`src/rtl/div_sequencer.sv`:
```
// Sequencer for the multicycle divider: operand latch, divide-by-zero screen,
// 32-cycle run control, and ownership of the architectural HI/LO registers.
module div_sequencer (
   input  logic        clk,
   input  logic        reset,
   input  logic        start,
   input  logic [31:0] rs_val,
   input  logic [31:0] rt_val,
   input  logic        hi_wr,
   input  logic        lo_wr,
   input  logic [31:0] wr_data,
   output logic        div_op,
   output logic [31:0] div_dividend,
   output logic [31:0] div_divisor,
   input  logic [31:0] div_lo_in,
   input  logic [31:0] div_hi_in,
   input  logic        divby0_in,
   output logic        busy,
   output logic        done,
   output logic        div_zero_exc,
   output logic [31:0] hi,
   output logic [31:0] lo
);

   typedef enum logic [1:0] {IDLE, RUN, WB, EXC} state_t;

   state_t      state_q, state_d;
   logic [4:0]  cnt_q, cnt_d;
   logic        div_op_q, div_op_d;
   logic        busy_q, busy_d;
   logic        done_q, done_d;
   logic        exc_q, exc_d;
   logic [31:0] hi_q, hi_d;
   logic [31:0] lo_q, lo_d;
   logic [31:0] dvd_q, dvd_d;
   logic [31:0] dvs_q, dvs_d;

   always_comb begin
      state_d  = state_q;
      cnt_d    = cnt_q;
      div_op_d = 1'b0;
      done_d   = 1'b0;
      exc_d    = 1'b0;
      hi_d     = hi_q;
      lo_d     = lo_q;
      dvd_d    = dvd_q;
      dvs_d    = dvs_q;

      case (state_q)
         IDLE: begin
            if (hi_wr) hi_d = wr_data;
            if (lo_wr) lo_d = wr_data;
            if (start) begin
               dvd_d = rs_val;
               dvs_d = rt_val;
               if (rt_val == '0) begin
                  state_d = EXC;
               end else begin
                  cnt_d    = '0;
                  div_op_d = 1'b1;
                  state_d  = RUN;
               end
            end
         end
         RUN: begin
            cnt_d = cnt_q + 5'd1;
            // A divider-side zero flag aborts the run before any result is captured.
            if (divby0_in) begin
               state_d = EXC;
            end else if (cnt_q == 5'd31) begin
               state_d = WB;
            end else begin
               div_op_d = 1'b1;
            end
         end
         WB: begin
            hi_d    = div_hi_in;
            lo_d    = div_lo_in;
            done_d  = 1'b1;
            state_d = IDLE;
         end
         EXC: begin
            exc_d   = 1'b1;
            state_d = IDLE;
         end
         default: state_d = IDLE;
      endcase

      busy_d = (state_d != IDLE);
   end

   always_ff @(posedge clk) begin
      if (reset) begin
         state_q  <= IDLE;
         cnt_q    <= '0;
         div_op_q <= 1'b0;
         busy_q   <= 1'b0;
         done_q   <= 1'b0;
         exc_q    <= 1'b0;
         hi_q     <= '0;
         lo_q     <= '0;
         dvd_q    <= '0;
         dvs_q    <= '0;
      end else begin
         state_q  <= state_d;
         cnt_q    <= cnt_d;
         div_op_q <= div_op_d;
         busy_q   <= busy_d;
         done_q   <= done_d;
         exc_q    <= exc_d;
         hi_q     <= hi_d;
         lo_q     <= lo_d;
         dvd_q    <= dvd_d;
         dvs_q    <= dvs_d;
      end
   end

   assign div_op       = div_op_q;
   assign busy         = busy_q;
   assign done         = done_q;
   assign div_zero_exc = exc_q;
   assign hi           = hi_q;
   assign lo           = lo_q;
   assign div_dividend = dvd_q;
   assign div_divisor  = dvs_q;

endmodule

```
`config.mk`:
```
export PLATFORM = sky130hd
export DESIGN_NAME = div_sequencer
export DESIGN_NICKNAME = d
export VERILOG_FILES = /design/src/rtl/div_sequencer.sv
export SDC_FILE = /design/constraint.sdc
export NUM_CORES = 1
export LEC_CHECK = 0
export ABC_AREA = 1
export CORE_ASPECT_RATIO = 0.75
export CORE_MARGIN = 2
export CORE_UTILIZATION = 35
export CTS_CLUSTER_SIZE = 12
export DETAILED_ROUTE_END_ITERATION = 10
export HOLD_SLACK_MARGIN = 0.12
export PLACE_DENSITY = 0.83
export SYNTH_ARGS = -nofsm -noshare
export SYNTH_HDL_FRONTEND = slang
export SYNTH_SLANG_ARGS = --single-unit
```
`constraint.sdc`:
```
create_clock -name clk -period 1.3 [get_ports clk]
set_input_delay 0.26 -clock clk [delete_from_list [all_inputs] [get_ports clk]]
set_output_delay 0.26 -clock clk [all_outputs]
set_load 0.005 [all_outputs]
```
==> impl_metrics.toml <==
[outcome]
outcome = "complete, but fails checks"
violations = "negative setup slack"

[synth]
synth_area_per_cell_um2 = 7.71
synth_top_area_share = 0.517
synth_compound_area_frac = 0.208
synth_largest_area_cell = "dfxtp_1"
yosys.cell_types.count = 20
synth_nets = 866
synth_area_leaders = "dfxtp_1, nor2_1, o21ai_0"
synth_cells = 698
yosys_warnings = 0
synth.most_common_cell = "nor2_1"
synth_seq_area_share = 0.517
synth_top_family_by_area = "simple AND/OR/NAND/NOR gates"
synth_mux_area_frac = 0
synthArstFlopShare = 0
synth_edf_count = 0
synthAdderAreaFrac = 0.00465
ys_seq_elements = 139
synth_simple_gate_area_frac = 0.215
synthTopCellsByCount = "nor2_1, dfxtp_1, o21ai_0"
synth_area_um2 = 5380
synth_xor_area_frac = 0
synth-main-ff-cell = "dfxtp_1"

[floorplanning]
die_h_um = 111
die_x_um = 147
dieArea_um2 = 16400
fp-row-count = 39
start_util = 0.356
core_area_um2 = 15100
ios = 298

[timing]
min_period_ps = 1370
fin_crit_sh = 1.06
setup_viol_count_final = 3
fin_ws_ps = -72.4
relSlewSlack = 0.788
rsz0062_at_grt = "true"
fmax_ghz = 0.729
worstMarginPinSlew_ps = 318
fin_worst_skew_ps = 7.98
drv_slew = 0
hold_violations = 0
hold_slack_ps = 416

[critical_path]
worst_path_max_delay_cell = "dfxtp_2"
worst_setup_path_start_kind = "flop"
path_class = "reg2reg"
arrival_ps = 1720
crit_chain = "ha_4, inv_2, nor3_4, ha_2, buf_4, nor2_2, nor2_1, a21oi_2, o21bai_1"
r2r_cells = 9
crit_required_ps = 1650
endpoint_kind = "flop"
critical_path.max_stage_delay_ps = 350
path_max_fanout = 2

[clock_tree]
cts_made_buffers = 17
path_clk_slew_ps = 60
cts.sinks = 139
clk_latency_ps = 420
cts_max_path_buffers = 2
tritoncts = "yes"
ctsHtreeMaxLevel = 4
cts-root-buf = "clkbuf_16"

[power_and_ir_drop]
vdd_drop_max_mv = 0.837
p_sw_mw = 3.38
p_clk_frac = 0.385
internal_power_mw = 8.55
seqPwrFrac = 0.408
p_leak_nw = 3.97
power.total_mw = 11.9
power_per_cell_area_nw_per_um2 = 1250
swShare = 0.283
pwr-share-comb = 0.207

[global_routing]
grt-ovfl-total = 0
grt_max_degree = 53
grt_antenna_before_repair = 0
grt_pass1_wl_um = 30300
grtUsageTotal = 0.233
grt_pass1_vias = 5841

[min_path]
holdPathStages = 3
hold_class = "in2reg"

[routing]
drc = 0
drtIter0Drc = 472
dr.pass1.iters = 6
ant_nets = 0
wl_per_cell_um = 16.5
vias_per_cell = 5.07
vias = 6208
totalWireLength_um = 20200

[finish]
drive_gt1_frac = 0.141
layout.nets = 1175
antenna_cells = 0
fill_cells = 1296
synthToLayoutAreaGrowth_pct = 77.0

[placed_design]
place.port_buffers = 297
gp_congestion = 0.846
dpl.hpwl_um = 13600

[flow_run]
drv_cap = 0
## worst paths after layout
check,from,to,slack (ps)
max reg2reg,cnt_q[0],busy,-70
min,div_lo_in[1],lo[1],420
min reg2reg,div_dividend[25],div_dividend[25],480
max,cnt_q[0],busy,-70
## timing repair
item	in CTS	in global routing
gates resized for setup	157	113
hold buffers	0	0
buffers inserted	1	8
pin swaps	0	6
cloned	0	4
setup endpoints to repair	139	168
## critical path: cells and delay by family (launching register included)
kind	cells	cell delay [ps]
flops	1	350
fa+ha+maj	2	340
simple gates	3	280
compound gates	2	180
buf+inv	2	140
## layout by cell type (no fill, tap or decap), types with 2 or more instances in the layout
| cell type | synthesis | layout |
|---|---|---|
| clkdlybuf4s50_1 | 0 | 165 |
| nor2_1 | 158 | 155 |
| dfxtp_1 | 139 | 110 |
| o21ai_0 | 108 | 99 |
| nand3_1 | 69 | 69 |
| a31oi_1 | 64 | 64 |
| clkdlybuf4s15_1 | 0 | 62 |
| dlygate4sd2_1 | 0 | 59 |
| nand2_1 | 50 | 48 |
| o21ai_1 | 26 | 34 |
| buf_4 | 2 | 33 |
| dfxtp_2 | 0 | 28 |
| clkbuf_16 | 0 | 21 |
| buf_12 | 0 | 14 |
| clkbuf_2 | 4 | 11 |
| a21oi_1 | 8 | 6 |
| inv_6 | 0 | 5 |
| inv_2 | 3 | 4 |
| nor2_2 | 3 | 4 |
| inv_8 | 0 | 4 |
| inv_1 | 6 | 3 |
| clkinv_2 | 0 | 3 |
| clkinv_4 | 0 | 3 |
| nor2_4 | 0 | 2 |
| a21oi_2 | 0 | 2 |
| clkinvlp_4 | 0 | 2 |
## area by class of cell
class,count,area (um^2),share of cell area
timing repair buffer,349,3480,0.366
sequential,139,2820,0.296
multi-input combinational,491,2360,0.248
clock buffer,17,425,0.0447
tap,205,256,0.0269
clock inverter,15,131,0.0138
inverter,9,40.0,0.00420
## through the flow
stage / setup TNS (ps) / std cells / setup slack [ps] / utilization / instance area (um^2)
detailed placement: -23470 / 1180 / -379 / 0.584 / 8840
global route: -930 / 1225 / -152 / 0.630 / 9520
floorplan: 0 / 698 / 14.2 / - / 5390
CTS: -167 / 1213 / -102 / 0.613 / 9270
global placement: -20930 / 1180 / -351 / 0.584 / 8840
finish: -153 / 1225 / -72.4 / 0.630 / 9520
## routing by layer
layer / global-route usage / share of wire
met3: 0.0934 / 0.092
met4: 0.103 / 0.026
met1: 0.275 / 0.41
met5: 0 / 0
met2: 0.377 / 0.47
## power by group through the flow
stage | Sequential, mW | Combinational, mW | Clock, mW
floorplan | 4.97 | 0.820 | 0
global placement | 4.93 | 2.52 | 0
detailed placement | 4.94 | 2.54 | 0
CTS | 4.85 | 2.30 | 4.68
global route | 4.91 | 2.69 | 4.92
finish | 4.87 | 2.46 | 4.59
## state kept, by name (all words and copies together) (netlist names)
register,flops
busy,1
cnt_q,5
div_dividend,32
div_divisor,32
div_op,1
div_zero_exc,1
done,1
hi,32
lo,32
state_q,2
## cells by family (layout without fill, tap and decap cells)
kind of cell,count (synthesis),in the layout
adder cells (fa/ha/maj),2,2
flip-flops,139,139
buffers and inverters,68,390
AND/OR/NAND/NOR,282,282
AO/OA/AOI/OAI,207,207
No activity file was read; power rests on OpenSTA's default activity.
